## config.mk

```make
export PLATFORM = sky130hd
export DESIGN_NAME = axis_pkt_gen_flat
export DESIGN_NICKNAME = d
export VERILOG_FILES = /design/src/rtl/axis_pkt_gen_if.sv /design/src/rtl/axis_pkt_gen.sv /design/src/flat_wrapper.sv
export SDC_FILE = /design/constraint.sdc
export NUM_CORES = 1
export LEC_CHECK = 0
export BUFFER_PORTS_ARGS = -buffer_cell sky130_fd_sc_hd__buf_2
export CELL_PAD_IN_SITES_DETAIL_PLACEMENT = 0
export CELL_PAD_IN_SITES_GLOBAL_PLACEMENT = 1
export CORE_MARGIN = 3
export CORE_UTILIZATION = 32
export DETAILED_ROUTE_END_ITERATION = 12
export PLACE_DENSITY_LB_ADDON = 0.1
export REMOVE_ABC_BUFFERS = 1
export SYNTH_ARGS = -nofsm -noshare
export SYNTH_HDL_FRONTEND = slang
export SYNTH_SLANG_ARGS = --single-unit
```

## constraint.sdc

```tcl
create_clock -name axi_aclk -period 3.3 [get_ports axi_aclk]
set_clock_uncertainty 0.15 [all_clocks]
set_input_delay 0.825 -clock axi_aclk [delete_from_list [all_inputs] [get_ports axi_aclk]]
set_output_delay 0.825 -clock axi_aclk [all_outputs]
set_load 0.05 [all_outputs]
```

## src/rtl/axis_pkt_gen_if.sv

```systemverilog
// AXI4-Stream master bundle used by the packet generator.
// Handshake: a beat moves on a rising edge where tvalid and tready are both 1;
// while tvalid=1 and tready=0 the master holds tdata/tstrb/tlast/tuser unchanged,
// and tvalid never drops without a transfer.
interface axis_pkt_gen_if #(
  parameter int DATA_WIDTH  = 256,
  parameter int TUSER_WIDTH = 128
) ();
  logic [DATA_WIDTH-1:0]   tdata;
  logic [DATA_WIDTH/8-1:0] tstrb;
  logic                    tvalid;
  logic                    tlast;
  logic [TUSER_WIDTH-1:0]  tuser;
  logic                    tready;

  modport master (output tdata, output tstrb, output tvalid, output tlast,
                  output tuser, input tready);
  modport slave  (input tdata, input tstrb, input tvalid, input tlast,
                  input tuser, output tready);
endinterface

```

## src/rtl/axis_pkt_gen.sv

```systemverilog
// Ethernet-style test packet generator: two header beats, an incrementing
// payload, optional inter-packet gap, repeated for num_pkts packets or until stop.
module axis_pkt_gen #(
  parameter int C_M_AXIS_DATA_WIDTH  = 256,
  parameter int C_M_AXIS_TUSER_WIDTH = 128,
  parameter int C_LEN_WIDTH          = 8
) (
  input  logic                   axi_aclk,
  input  logic                   axi_resetn,
  input  logic                   start,
  input  logic                   stop,
  input  logic [15:0]            num_pkts,
  input  logic [C_LEN_WIDTH-1:0] payload_beats,
  input  logic [C_LEN_WIDTH-1:0] gap_cycles,
  input  logic [47:0]            dst_mac,
  input  logic [47:0]            src_mac,
  input  logic [15:0]            ethertype,
  input  logic [7:0]             src_port,
  input  logic [7:0]             dst_port,
  axis_pkt_gen_if.master         m_axis,
  output logic                   busy,
  output logic                   done,
  output logic [15:0]            pkt_count,
  output logic [2:0]             dbg_state_o
);

  localparam int DW    = C_M_AXIS_DATA_WIDTH;
  localparam int TW    = C_M_AXIS_TUSER_WIDTH;
  localparam int BYTES = DW / 8;
  localparam int LANES = DW / 64;
  localparam logic [C_LEN_WIDTH-1:0] ONE = C_LEN_WIDTH'(1);

  typedef enum logic [2:0] {
    S_IDLE    = 3'd0,
    S_HDR0    = 3'd1,
    S_HDR1    = 3'd2,
    S_PAYLOAD = 3'd3,
    S_GAP     = 3'd4
  } state_t;

  state_t                 state_q;
  logic [15:0]            num_q;
  logic [C_LEN_WIDTH-1:0] beats_q;
  logic [C_LEN_WIDTH-1:0] gap_cfg_q;
  logic [47:0]            dst_q;
  logic [47:0]            src_q;
  logic [15:0]            et_q;
  logic [C_LEN_WIDTH-1:0] beat_q;
  logic [C_LEN_WIDTH-1:0] gap_q;
  logic                   stop_seen_q;
  logic                   busy_q;
  logic                   done_q;
  logic [15:0]            pkt_count_q;
  logic [DW-1:0]          tdata_q;
  logic [BYTES-1:0]       tstrb_q;
  logic                   tvalid_q;
  logic                   tlast_q;
  logic [TW-1:0]          tuser_q;

  // Replicate one 64-bit header word across every lane of the bus.
  function automatic logic [DW-1:0] lanes(input logic [63:0] v);
    return {LANES{v}};
  endfunction

  // Payload beat k: every byte carries the low byte of the beat index.
  function automatic logic [DW-1:0] pay_pat(input logic [C_LEN_WIDTH-1:0] k);
    return {BYTES{8'(k)}};
  endfunction

  // Sideband: packet length in bytes (16-bit, wraps), source and destination port.
  function automatic logic [TW-1:0] tuser_pat(input logic [C_LEN_WIDTH-1:0] beats,
                                              input logic [7:0] sp,
                                              input logic [7:0] dp);
    logic [TW-1:0] t;
    t = '0;
    t[15:0]  = 16'((32'(beats) + 32'd2) * 32'(BYTES));
    t[23:16] = sp;
    t[31:24] = dp;
    return t;
  endfunction

  logic          fire_d;
  logic [15:0]   pkt_count_d;
  logic          end_at_tlast_d;
  logic          end_in_gap_d;
  logic [DW-1:0] hdr0_d;
  logic [DW-1:0] hdr1_d;

  // Run-termination decisions: a tlast with no gap decides on the incremented
  // count; the end of a gap decides on the count already stored.
  assign fire_d         = tvalid_q & m_axis.tready;
  assign pkt_count_d    = pkt_count_q + 16'd1;
  assign end_at_tlast_d = ((num_q != 16'd0) && (pkt_count_d == num_q)) || stop_seen_q || stop;
  assign end_in_gap_d   = ((num_q != 16'd0) && (pkt_count_q == num_q)) || stop_seen_q || stop;
  assign hdr0_d         = lanes({src_q[15:0], dst_q});
  assign hdr1_d         = lanes({16'h0000, et_q, src_q[47:16]});

  // Packet FSM with all stream and status outputs registered.
  always_ff @(posedge axi_aclk) begin
    if (!axi_resetn) begin
      state_q     <= S_IDLE;
      num_q       <= '0;
      beats_q     <= '0;
      gap_cfg_q   <= '0;
      dst_q       <= '0;
      src_q       <= '0;
      et_q        <= '0;
      beat_q      <= '0;
      gap_q       <= '0;
      stop_seen_q <= 1'b0;
      busy_q      <= 1'b0;
      done_q      <= 1'b0;
      pkt_count_q <= '0;
      tdata_q     <= '0;
      tstrb_q     <= '0;
      tvalid_q    <= 1'b0;
      tlast_q     <= 1'b0;
      tuser_q     <= '0;
    end else begin
      done_q <= 1'b0;
      if (busy_q && stop) stop_seen_q <= 1'b1;
      case (state_q)
        S_IDLE: begin
          if (start) begin
            num_q       <= num_pkts;
            beats_q     <= payload_beats;
            gap_cfg_q   <= gap_cycles;
            dst_q       <= dst_mac;
            src_q       <= src_mac;
            et_q        <= ethertype;
            beat_q      <= '0;
            gap_q       <= '0;
            stop_seen_q <= 1'b0;
            busy_q      <= 1'b1;
            pkt_count_q <= '0;
            state_q     <= S_HDR0;
            tvalid_q    <= 1'b1;
            tstrb_q     <= '1;
            tlast_q     <= 1'b0;
            tdata_q     <= lanes({src_mac[15:0], dst_mac});
            tuser_q     <= tuser_pat(payload_beats, src_port, dst_port);
          end
        end
        S_HDR0: begin
          if (fire_d) begin
            state_q <= S_HDR1;
            tdata_q <= hdr1_d;
            tlast_q <= (beats_q == '0);
          end
        end
        S_HDR1, S_PAYLOAD: begin
          if (fire_d) begin
            if (tlast_q) begin
              pkt_count_q <= pkt_count_d;
              beat_q      <= '0;
              if (gap_cfg_q != '0) begin
                state_q  <= S_GAP;
                gap_q    <= '0;
                tvalid_q <= 1'b0;
                tstrb_q  <= '0;
                tlast_q  <= 1'b0;
                tdata_q  <= '0;
              end else if (end_at_tlast_d) begin
                state_q  <= S_IDLE;
                busy_q   <= 1'b0;
                done_q   <= 1'b1;
                tvalid_q <= 1'b0;
                tstrb_q  <= '0;
                tlast_q  <= 1'b0;
                tdata_q  <= '0;
                tuser_q  <= '0;
              end else begin
                state_q <= S_HDR0;
                tlast_q <= 1'b0;
                tdata_q <= hdr0_d;
              end
            end else if (state_q == S_HDR1) begin
              state_q <= S_PAYLOAD;
              beat_q  <= '0;
              tdata_q <= pay_pat('0);
              tlast_q <= (beats_q == ONE);
            end else begin
              beat_q  <= beat_q + ONE;
              tdata_q <= pay_pat(beat_q + ONE);
              tlast_q <= ((beat_q + ONE) == (beats_q - ONE));
            end
          end
        end
        S_GAP: begin
          if (gap_q == (gap_cfg_q - ONE)) begin
            gap_q <= '0;
            if (end_in_gap_d) begin
              state_q <= S_IDLE;
              busy_q  <= 1'b0;
              done_q  <= 1'b1;
              tuser_q <= '0;
            end else begin
              state_q  <= S_HDR0;
              tvalid_q <= 1'b1;
              tstrb_q  <= '1;
              tdata_q  <= hdr0_d;
            end
          end else begin
            gap_q <= gap_q + ONE;
          end
        end
        default: state_q <= S_IDLE;
      endcase
    end
  end

  assign m_axis.tdata  = tdata_q;
  assign m_axis.tstrb  = tstrb_q;
  assign m_axis.tvalid = tvalid_q;
  assign m_axis.tlast  = tlast_q;
  assign m_axis.tuser  = tuser_q;
  assign busy          = busy_q;
  assign done          = done_q;
  assign pkt_count     = pkt_count_q;
  assign dbg_state_o   = state_q;

endmodule

```

## src/flat_wrapper.sv

```systemverilog
// flat-port wrapper written by rule: the top's interface ports become plain ports
module axis_pkt_gen_flat 
#(
  parameter int C_M_AXIS_DATA_WIDTH  = 256,
  parameter int C_M_AXIS_TUSER_WIDTH = 128,
  parameter int C_LEN_WIDTH          = 8
)
  (axi_aclk, axi_resetn, start, stop, num_pkts, payload_beats, gap_cycles, dst_mac, src_mac, ethertype, src_port, dst_port, busy, done, pkt_count, dbg_state_o, m_axis_tdata, m_axis_tstrb, m_axis_tvalid, m_axis_tlast, m_axis_tuser, m_axis_tready);
  axis_pkt_gen_if #(.DATA_WIDTH((256)), .TUSER_WIDTH((128))) m_axis_i ();
  input  logic axi_aclk;
  input  logic axi_resetn;
  input  logic start;
  input  logic stop;
  input  logic [15:0] num_pkts;
  input  logic [C_LEN_WIDTH-1:0] payload_beats;
  input  logic [C_LEN_WIDTH-1:0] gap_cycles;
  input  logic [47:0] dst_mac;
  input  logic [47:0] src_mac;
  input  logic [15:0] ethertype;
  input  logic [7:0] src_port;
  input  logic [7:0] dst_port;
  output logic busy;
  output logic done;
  output logic [15:0] pkt_count;
  output logic [2:0] dbg_state_o;
  output wire logic [$bits(m_axis_i.tdata)-1:0] m_axis_tdata;
  output wire logic [$bits(m_axis_i.tstrb)-1:0] m_axis_tstrb;
  output wire logic [$bits(m_axis_i.tvalid)-1:0] m_axis_tvalid;
  output wire logic [$bits(m_axis_i.tlast)-1:0] m_axis_tlast;
  output wire logic [$bits(m_axis_i.tuser)-1:0] m_axis_tuser;
  input wire logic [$bits(m_axis_i.tready)-1:0] m_axis_tready;
  assign m_axis_tdata = m_axis_i.tdata;
  assign m_axis_tstrb = m_axis_i.tstrb;
  assign m_axis_tvalid = m_axis_i.tvalid;
  assign m_axis_tlast = m_axis_i.tlast;
  assign m_axis_tuser = m_axis_i.tuser;
  assign m_axis_i.tready = m_axis_tready;
  axis_pkt_gen #(.C_M_AXIS_DATA_WIDTH(C_M_AXIS_DATA_WIDTH), .C_M_AXIS_TUSER_WIDTH(C_M_AXIS_TUSER_WIDTH), .C_LEN_WIDTH(C_LEN_WIDTH)) u_core (.axi_aclk(axi_aclk), .axi_resetn(axi_resetn), .start(start), .stop(stop), .num_pkts(num_pkts), .payload_beats(payload_beats), .gap_cycles(gap_cycles), .dst_mac(dst_mac), .src_mac(src_mac), .ethertype(ethertype), .src_port(src_port), .dst_port(dst_port), .m_axis(m_axis_i), .busy(busy), .done(done), .pkt_count(pkt_count), .dbg_state_o(dbg_state_o));
endmodule
```

==> results of run 1 <==
[sequential cells by signal, summed over array words and instances (netlist names), 3 cells and up]
register	count
u_core.beat_q	8
u_core.beats_q	8
u_core.dbg_state_o	3
u_core.dst_q	48
u_core.et_q	16
u_core.gap_cfg_q	8
u_core.gap_q	8
u_core.m_axis.tdata	64
u_core.m_axis.tuser	25
u_core.num_q	16
u_core.pkt_count	16
u_core.src_q	48
[worst min-delay path by stage]
stage                      from                to  slack [ps]  cells after the start
3_5_place_dp    u_core.src_q[9]   u_core.src_q[9]         300                      2
4_1_cts         u_core.src_q[9]   u_core.src_q[9]         300                      2
5_1_grt        u_core.src_q[43]  u_core.src_q[43]         320                      2
6_report       u_core.src_q[42]  u_core.src_q[42]         300                      2
3_3_place_gp    u_core.src_q[9]   u_core.src_q[9]         290                      2
2_1_floorplan    u_core.et_q[0]    u_core.et_q[0]         290                      2
[kinds of logic after synthesis]
logic type               after synthesis  synth area share
AO/OA/AOI/OAI                        480             0.188
XOR/XNOR                              70            0.0369
adder cells (fa/ha/maj)                7           0.00528
buffers and inverters                521             0.195
flip-flops                           273             0.329
multiplexers                          57            0.0345
other                                  1          0.000226
AND/OR/NAND/NOR                      769             0.210
[power by group through the flow]
| stage | registers (mW) | clock network [mW] | logic (mW) |
|---|---|---|---|
| floorplan | 5.87 | 0 | 1.52 |
| global placement | 4.01 | 0 | 4.79 |
| detailed placement | 4.02 | 0 | 4.79 |
| CTS | 3.95 | 4.13 | 4.79 |
| global route | 3.99 | 4.24 | 5.11 |
| finish | 3.94 | 3.98 | 4.79 |
[layer usage]
layer	global-route usage	part of all wire	up-vias
met5	0	0.00069	-
met4	0.0603	0.018	8
met3	0.0343	0.060	74
met2	0.343	0.48	495
met1	0.262	0.44	7284
li1	-	-	7539
[layout by cell type, fill, tap and decap left out, types with 21 or more instances in the layout]
cell type and n:
xnor2_1 38, o22ai_1 30, inv_1 36, o211ai_1 41, a21oi_1 190, o21ai_0 55, nand3_1 68, dfxtp_1 270
nor3_1 21, nor2_1 78, mux2i_1 55, xor2_1 32, nor3b_1 29, clkbuf_16 39, buf_2 499, buf_4 58
o21a_1 32, conb_1 103, nand4_1 44, nand2_1 437
[worst max-delay path, stage by stage (launching register included)]
cell,delay (ps)
dfxtp_1,330
inv_1,50
ha_1,260
o21ba_2,220
a221oi_1,340
o2111ai_2,160
a2111o_1,530
o21a_4,300
buf_12,150
buf_4,160
o21a_1,190
o221a_2,210
[cell type report]
cell class                 count  share of cell area
inverter                      38             0.00764
timing repair buffer         574               0.170
antenna                        8             0.00104
clock buffer                  60              0.0587
multi-input combinational   1486               0.433
tap                          672              0.0435
clock inverter                 5             0.00330
sequential                   273               0.283
[repair_timing]
item	in CTS	in global routing
resized for setup	0	11
setup buffers	0	4
endpoints found under the setup margin	0	86
[through the flow]
stage,instance area [µm²],TNS (ps),cells
global placement,18000,0,3038
finish,19300,0,3116
CTS,19200,0,3103
detailed placement,18000,0,3038
floorplan,13900,-2325260,1797
global route,19300,-81.7,3113
==> results.ini, run 1 <==
[timing]
worst_hold_slack_ps = 304
fmax_ghz = 0.315
tightest_slew_ps = 895
setup_slack_ps = 127
setup-violations-final = 0
maxSlewHeadroom = 0.401
final-hold-violation-count = 0
period_share = 0.962
period_minus_slack_ps = 3170
slew_violations = 0

[cts]
tritoncts = done
hold_buffers = 0
insertion_delay_ps = 550
clk_path_buf_depth = 3
htreeDepth = 2
cts.sinks = 273
cts_root_buffer = clkbuf_16
clk_pin_slew_ps = 60
cts_made_buffers = 37

[die]
die_y_um = 234
row_count = 82
coreArea_mm2 = 0.0507
ioPinCount = 604
initial_core_util = 0.328
die_width_um = 234
dieArea_mm2 = 0.0546

[drt]
vias_per_cell = 4.94
drt_iter0_markers = 731
wl_per_cell_um = 19.0
remaining_drc_errors = 0
wl_um = 59100
postRouteAntennaNets = 0
vias = 15400
dr.pass1.iters = 6

[setup_path]
crit_start = u_core.gap_cfg_q[0]
rr_worst_depth = 11
start_kind = flop
critPathKind = reg -> reg
reg2reg_slack_ps = 130
crit_arrival_ps = 3450
crit_end = u_core.m_axis.tdata[207]
worst_ep_required_time_ps = 3570
r2r-end = u_core.m_axis.tdata[207]
cp-end-kind = flop
timing.rr.start = u_core.gap_cfg_q[0]
worstPathMaxFanout = 9

[power]
p_clk_frac = 0.313
p_per_area_mw_per_mm2 = 658
seq_power_share = 0.310
irDropWorstVdd_uv = 493
p_sw_frac = 0.433
switchingPower_mw = 5.50
p_comb_frac = 0.377
leakage_nw = 8.50
total_power_mw = 12.7
internal-power_mw = 7.21

[synthesis]
synth.most_common_cell = nand2_1
yosys.cell_types.count = 76
avgSynthCellArea_um2 = 7.62
synth_flop_cell = dfxtp_1
synth_top_area_share = 0.329
syn_area_mm2 = 0.0166
synth-seq-cells = 273
synth_cells = 2178
ys_warn_count = 0
synthTopCellsByArea = dfxtp_1, buf_4, nand2_1, a21oi_1, mux2i_1
yosysSeqAreaShare = 0.329
synth_area_leader_cell = dfxtp_1
synth_edf_count = 0
ys_async_sr_fraction = 0
synth_common_cells = nand2_1, buf_4, dfxtp_1, a21oi_1, clkbuf_1

[grt]
grt_max_degree = 103
track_usage = 0.202
grt_pass1_wl_um = 86200
overflow = 0
grt_pass1_vias = 14358
antenna_found_initial = 13

[finish]
multi_input_area_mm2 = 0.00836
final_nets = 2582
seq_area_mm2 = 0.00547
syn_to_final_growth_pct = 16.4
fillers = 5371
fin_util = 0.381
drive_gt1_frac = 0.275

[place]
preCtsSetupSlack_ps = 2.48
port_buffers = 500
gp_congestion = 0.855
dp_hpwl_um = 40200

[status]
status = finished clean

[job]
drv_cap = 0

[hold_path]
worstHoldPathType = reg -> reg

Note: power is estimated with default switching activity, not from simulation.
==> run 2: changes to the inputs <==
CORE_AREA = 3 3 233 235   (was unset)
CORE_MARGIN = unset   (was 3)
CORE_UTILIZATION = unset   (was 32)
DIE_AREA = 0 0 236 238   (was unset)
clock period = 4.1 ns   (was 3.3 ns; I/O delays follow)
==> results.ini, run 2 (same netlist as run 1, synthesis figures left out) <==
[drt]
route.met3.wl_um = 3040  ; was 3570 µm
wl_um = 58600  ; was 59,100 µm
dr.pass1.iters = 5  ; was 6
vias = 15155  ; was 15,400
met2_wirelength_um = 27900  ; was 28,200 µm
drt-met1-wl_um = 26600  ; was 26,100 µm
wl_per_cell_um = 19.0  ; about the same
postRouteAntennaNets = 0  ; unchanged
vias_per_cell = 4.91  ; was 4.94
top_layer = met5  ; unchanged
remaining_drc_errors = 0  ; unchanged
drt_iter0_markers = 722  ; was 731

[hold_path]
hold_path_startpoint = u_core.dst_q[4]  ; was u_core.src_q[42]
hold_path_depth = 2  ; unchanged
worstHoldPathType = reg -> reg  ; unchanged

[die]
die_width_um = 236  ; was 234 µm
die_y_um = 238  ; was 234 µm
row_count = 84  ; was 82
dieArea_mm2 = 0.0562  ; was 0.0546 mm²
ioPinCount = 604  ; unchanged
initial_core_util = 0.317  ; was 0.328
coreArea_mm2 = 0.0524  ; was 0.0507 mm²

[power]
p_per_area_mw_per_mm2 = 533  ; was 658 mW/mm²
internal-power_mw = 5.63  ; was 7.21 mW
leakage_nw = 8.24  ; was 8.50 nW
switchingPower_mw = 4.41  ; was 5.50 mW
p_comb_frac = 0.374  ; was 0.377
irDropWorstVdd_uv = 386  ; was 493 µV
p_clk_frac = 0.309  ; was 0.313
p_sw_frac = 0.439  ; was 0.433
seq_power_share = 0.317  ; was 0.310

[setup_path]
start_kind = flop  ; unchanged
rr_worst_depth = 9  ; was 11
crit_start = u_core.gap_cfg_q[2]  ; was u_core.gap_cfg_q[0]
timing.rr.start = u_core.gap_cfg_q[2]  ; was u_core.gap_cfg_q[0]
cpPeakStageDelay_ps = 570  ; was 530 ps
critical_path.cell_chain = nor4_2 > a21oi_1 > or4_4 > a2111o_1 > o21a_4 > nor2_4 > buf_12 > nand3_2 > o211ai_1  ; was inv_1 > ha_1 > o21ba_2 > a221oi_1 > o2111ai_2 > a2111o_1 > o21a_4 > buf_12 > buf_4 > o21a_1 > o221a_2
critPathKind = reg -> reg  ; unchanged
worstPathMaxFanout = 44  ; was 9
crit_arrival_ps = 4080  ; was 3450 ps
crit_slowest_cell = or4_4  ; was a2111o_1
worst_ep_required_time_ps = 4400  ; was 3570 ps
cp-end-kind = flop  ; unchanged

[cts]
cts_root_buffer = clkbuf_16  ; unchanged
cts.sinks = 273  ; unchanged
cts_resized = 0  ; unchanged
clk_path_buf_depth = 3  ; unchanged
hold_buffers = 0  ; unchanged
insertion_delay_ps = 540  ; was 550 ps
htreeDepth = 2  ; unchanged
cts_setup_buffers = 0  ; unchanged
tritoncts = done  ; unchanged
cts_made_buffers = 37  ; unchanged
clk_pin_slew_ps = 60  ; about the same

[finish]
final_nets = 2538  ; was 2,582
fillers = 5557  ; was 5,371
largest_reg_flops = 64  ; unchanged
drive_gt1_frac = 0.261  ; was 0.275
final_common_cell = buf_2  ; unchanged
syn_to_final_growth_pct = 13.5  ; was 16.4%
layout_common_cells = buf_2, nand2_1, dfxtp_1  ; unchanged

[timing]
period_share = 0.920  ; was 0.962
setup-tns-final_ps = 0  ; unchanged
setup-violations-final = 0  ; unchanged
maxSlewHeadroom = 0.380  ; was 0.401
tightest_slew_ps = 925  ; was 895 ps
fmax_ghz = 0.265  ; was 0.315 GHz
setup_slack_ps = 328  ; was 127 ps
period_minus_slack_ps = 3770  ; was 3170 ps
final-hold-violation-count = 0  ; unchanged
slew_violations = 0  ; unchanged
rsz0062_at_grt = no

[place]
preCtsSetupSlack_ps = 314  ; was 2.48 ps
dp_hpwl_um = 39700  ; was 40,200 µm
gp_congestion = 0.837  ; was 0.855
port_buffers = 500  ; unchanged

[grt]
grt_pass1_wl_um = 87600  ; was 86,200 µm
antenna_found_initial = 11  ; was 13
grt_max_degree = 103  ; unchanged
overflow = 0  ; unchanged
track_usage = 0.195  ; was 0.202
grt_pass1_vias = 14120  ; was 14,358

[job]
drv_cap = 0  ; unchanged

[status]
status = finished clean  ; unchanged

==> run 2: cell count changes in the layout (fill, tap and decap cells not counted), sizes merged <==
cell    previous run  this run
buf              573       530
bufinv             1         0
clkinv             3        11
clkbuf            61        53
diode              8         4
==> run 2: layout make-up <==
class	count	area, µm²	area share
Antenna cell	4	10.0	0.000531
Clock buffer	53	1090	0.0577
Clock inverter	12	73.8	0.00392
Inverter	38	148	0.00784
Multi-Input combinational cell	1486	8330	0.442
Sequential cell	273	5470	0.291
Tap cell	688	861	0.0457
Timing Repair Buffer	530	2860	0.152
==> run 2: critical path, delay by kind of cell, from the launching register on <==
family	cells	cell delay [ps]
AOI/OAI and AO/OA	4	1350
and+or+nand+nor	4	1540
DFF	1	370
buffers and inverters	1	240
==> run 2: final timing paths <==
check | to | slack (ps)
max reg2reg | u_core.m_axis.tdata[232] | 330
min reg2reg | u_core.m_axis.tdata[196] | 300
min | u_core.m_axis.tdata[196] | 300
max | u_core.m_axis.tdata[232] | 330
==> run 2: power by group through the flow <==
stage | Clock [mW] | Combinational [mW] | Sequential [mW]
after global routing | 3.32 | 3.99 | 3.22
after floorplan | 0 | 1.23 | 4.76
after detailed placement | 0 | 3.78 | 3.24
after global placement | 0 | 3.78 | 3.24
final | 3.10 | 3.76 | 3.18
after CTS | 3.24 | 3.79 | 3.19
==> run 2: stage by stage <==
step                      cells  power, mW  instance area [µm²]  hold slack [ps]  utilization
after floorplan            1797       5.99                13900              286            -
after global placement     3015       7.02                17700              294        0.337
after detailed placement   3015       7.03                17700              299        0.337
after CTS                  3080       10.2                18800              302        0.359
after global routing       3081       10.5                18800              326        0.359
final                      3084       10.0                18800              295        0.359
==> run 2: routing by layer <==
| layer | vias up | GRT usage |
|---|---|---|
| li1 | 7454 | - |
| met4 | 6 | 0.0448 |
| met3 | 73 | 0.0314 |
| met2 | 466 | 0.330 |
| met1 | 7156 | 0.262 |
| met5 | - | 0 |
==> run 3: changes to the inputs <==
ABC_AREA = 1   (was unset)
CORE_AREA = 3 3 232 234   (was 3 3 233 235)
DIE_AREA = 0 0 235 237   (was 0 0 236 238)
HOLD_SLACK_MARGIN = 0.15   (was unset)
RECOVER_POWER = 100   (was unset)
==> results.ini, run 3 <==
[grt]
track_usage = 0.195  ; about the same
grt_pass1_wl_um = 86400  ; was 87,600 µm
grt_max_degree = 95  ; was 103
overflow = 0  ; unchanged
antenna_found_initial = 3  ; was 11
grt_pass1_vias = 14211  ; was 14,120

[status]
violations = max-capacitance violations, max-slew violations
status = complete, but fails checks  ; was finished clean

[setup_path]
crit_arrival_ps = 2640  ; was 4080 ps
start_kind = flop  ; unchanged
worstPathMaxFanout = 60  ; was 44
worst_ep_required_time_ps = 2920  ; was 4400 ps
cp-end-kind = output pin  ; was flop
critPathKind = reg -> out  ; was reg -> reg

[drt]
drt_iter0_markers = 959  ; was 722
wl_um = 57700  ; was 58,600 µm
postRouteAntennaNets = 0  ; unchanged
remaining_drc_errors = 0  ; unchanged
vias_per_cell = 4.69  ; was 4.91
wl_per_cell_um = 17.7  ; was 19.0 µm
vias = 15252  ; was 15,155
dr.pass1.iters = 5  ; unchanged

[die]
dieArea_mm2 = 0.0557  ; was 0.0562 mm²
die_width_um = 235  ; was 236 µm
coreArea_mm2 = 0.0522  ; was 0.0524 mm²
die_y_um = 237  ; was 238 µm
initial_core_util = 0.307  ; was 0.317
ioPinCount = 604  ; unchanged
row_count = 84  ; unchanged

[place]
preCtsSetupSlack_ps = 857  ; was 314 ps
dp_hpwl_um = 38400  ; was 39,700 µm
port_buffers = 500  ; unchanged
gp_congestion = 0.807  ; was 0.837
place_area_mm2 = 0.0172  ; was 0.0177 mm²

[synthesis]
synth_top_area_share = 0.340  ; was 0.329
avgSynthCellArea_um2 = 6.92  ; was 7.62 µm²
yosys.cell_types.count = 46  ; was 76
synth-seq-cells = 273  ; unchanged
synth_edf_count = 0  ; unchanged
synth_common_cells = nand2_1, buf_4, dfxtp_1, a21oi_1, inv_1  ; was nand2_1, buf_4, dfxtp_1, a21oi_1, clkbuf_1
synth.most_common_cell = nand2_1  ; unchanged
ys_warn_count = 0  ; unchanged
yosysSeqAreaShare = 0.340  ; was 0.329
syn_area_mm2 = 0.0161  ; was 0.0166 mm²
synth_cells = 2320  ; was 2,178
ys_async_sr_fraction = 0  ; unchanged
synthTopCellsByArea = dfxtp_1, nand2_1, buf_4, a21oi_1, o21ai_0  ; was dfxtp_1, buf_4, nand2_1, a21oi_1, mux2i_1
synth_area_leader_cell = dfxtp_1  ; unchanged
synth_flop_cell = dfxtp_1  ; unchanged

[power]
irDropWorstVdd_uv = 1280  ; was 386 µV
p_per_area_mw_per_mm2 = 996  ; was 533 mW/mm²
leakage_nw = 7.26  ; was 8.24 nW

[finish]
fin_util = 0.342  ; was 0.359
largest_reg_flops = 64  ; unchanged
final_common_cell = nand2_1  ; was buf_2
final_nets = 2709  ; was 2,538
seq_area_mm2 = 0.00547  ; about the same
syn_to_final_growth_pct = 11.3  ; was 13.5%
fillers = 5941  ; was 5,557
multi_input_area_mm2 = 0.00755  ; was 0.00833 mm²
layout_common_cells = nand2_1, clkbuf_1, dfxtp_1  ; was buf_2, nand2_1, dfxtp_1
drive_gt1_frac = 0.128  ; was 0.261
final_cell_area_mm2 = 0.0179  ; was 0.0188 mm²

[cts]
cts_made_buffers = 36  ; was 37
cts_resized = 0  ; unchanged
cts_root_buffer = clkbuf_16  ; unchanged
tritoncts = done  ; unchanged
htreeDepth = 2  ; unchanged
clk_path_buf_depth = 3  ; unchanged
insertion_delay_ps = 550  ; was 540 ps
clk_pin_slew_ps = 50  ; was 60 ps
hold_buffers = 0  ; unchanged
cts.sinks = 273  ; unchanged
cts_setup_buffers = 0  ; unchanged

[timing]
period_share = 0.930  ; was 0.920
setup-tns-final_ps = 0  ; unchanged
final-hold-violation-count = 0  ; unchanged
slew_violations = 61  ; was 0
tightest_slew_ps = 1740  ; was 925 ps
maxSlewHeadroom = -0.158  ; was 0.380
setup_slack_ps = 288  ; was 328 ps
fmax_ghz = 0.262  ; was 0.265 GHz
setup-violations-final = 0  ; unchanged
rsz0062_at_grt = no  ; unchanged
period_minus_slack_ps = 3810  ; was 3770 ps

[job]
drv_cap = 1  ; was 0

[hold_path]
worstHoldPathType = reg -> reg  ; unchanged

run 3: cell types whose count changed after synthesis, sizes merged, moves of 33 or more:
| cell | change |
|---|---|
| a21oi | +38 |
| or2 | +33 |
| inv | +92 |
| o21ai | +47 |
| nand4 | +35 |
| nor2 | +35 |
| nand2 | +234 |
| mux2i | -55 |
| o211ai | -41 |
run 3: cell families (layout without fill, tap and decap cells):
family,count (synthesis),in the layout,share of synthesized area
other cells,1,105,0.000234
fa+ha+maj,7,7,0.00545
xor+xnor,49,49,0.0267
buf+inv,581,722,0.215
flops,273,273,0.340
compound gates,416,416,0.145
simple gates,993,993,0.266
run 3: metal layers:
layer,vias up,routed length [µm],share of wire,track usage
li1,7562,-,-,-
met1,7161,26200,0.45,0.263
met2,475,27400,0.48,0.326
met3,52,3230,0.056,0.0332
met4,2,838,0.015,0.0458
met5,-,9,0.00016,0
run 3: area by class of cell:
cell class / count / share of cell area
inverter: 131 / 0.0279
clock inverter: 7 / 0.00238
sequential: 273 / 0.306
clock buffer: 57 / 0.0616
multi-input combinational: 1568 / 0.423
timing repair buffer: 527 / 0.131
antenna: 2 / 0.000280
tap: 688 / 0.0482
run 3: worst paths after layout:
| check | from | end | slack, ps | cells past startpoint |
|---|---|---|---|---|
| worst max-delay path | u_core.m_axis.tlast | m_axis_tlast | 290 | 2 |
| worst min-delay path | u_core.m_axis.tuser[5] | u_core.m_axis.tuser[5] | 310 | 2 |
| worst max register to register | u_core.gap_cfg_q[0] | u_core.gap_q[0] | 570 | 11 |
| worst min register to register | u_core.m_axis.tuser[5] | u_core.m_axis.tuser[5] | 310 | 2 |
run 3: per-stage QoR:
stage               cells  total power, mW  hold WS [ps]
detailed placement   3187             15.2           303
finish               3253             17.8           308
global placement     3187             15.2           296
global route         3252             18.9           331
CTS                  3251             18.4           311
floorplan            1972             11.4           279
run 3: power by group:
| part | leakage (nW) | internal (mW) | switching [mW] |
|---|---|---|---|
| clock | 0.568 | 1.84 | 1.27 |
| sequential | 2.24 | 3.32 | 0.694 |
| combinational | 4.45 | 1.97 | 8.69 |
run 3: critical path: stages, from the launching register on:
cell and delay [ps]:
dfxtp_2 340, clkbuf_2 1210, buf_2 470
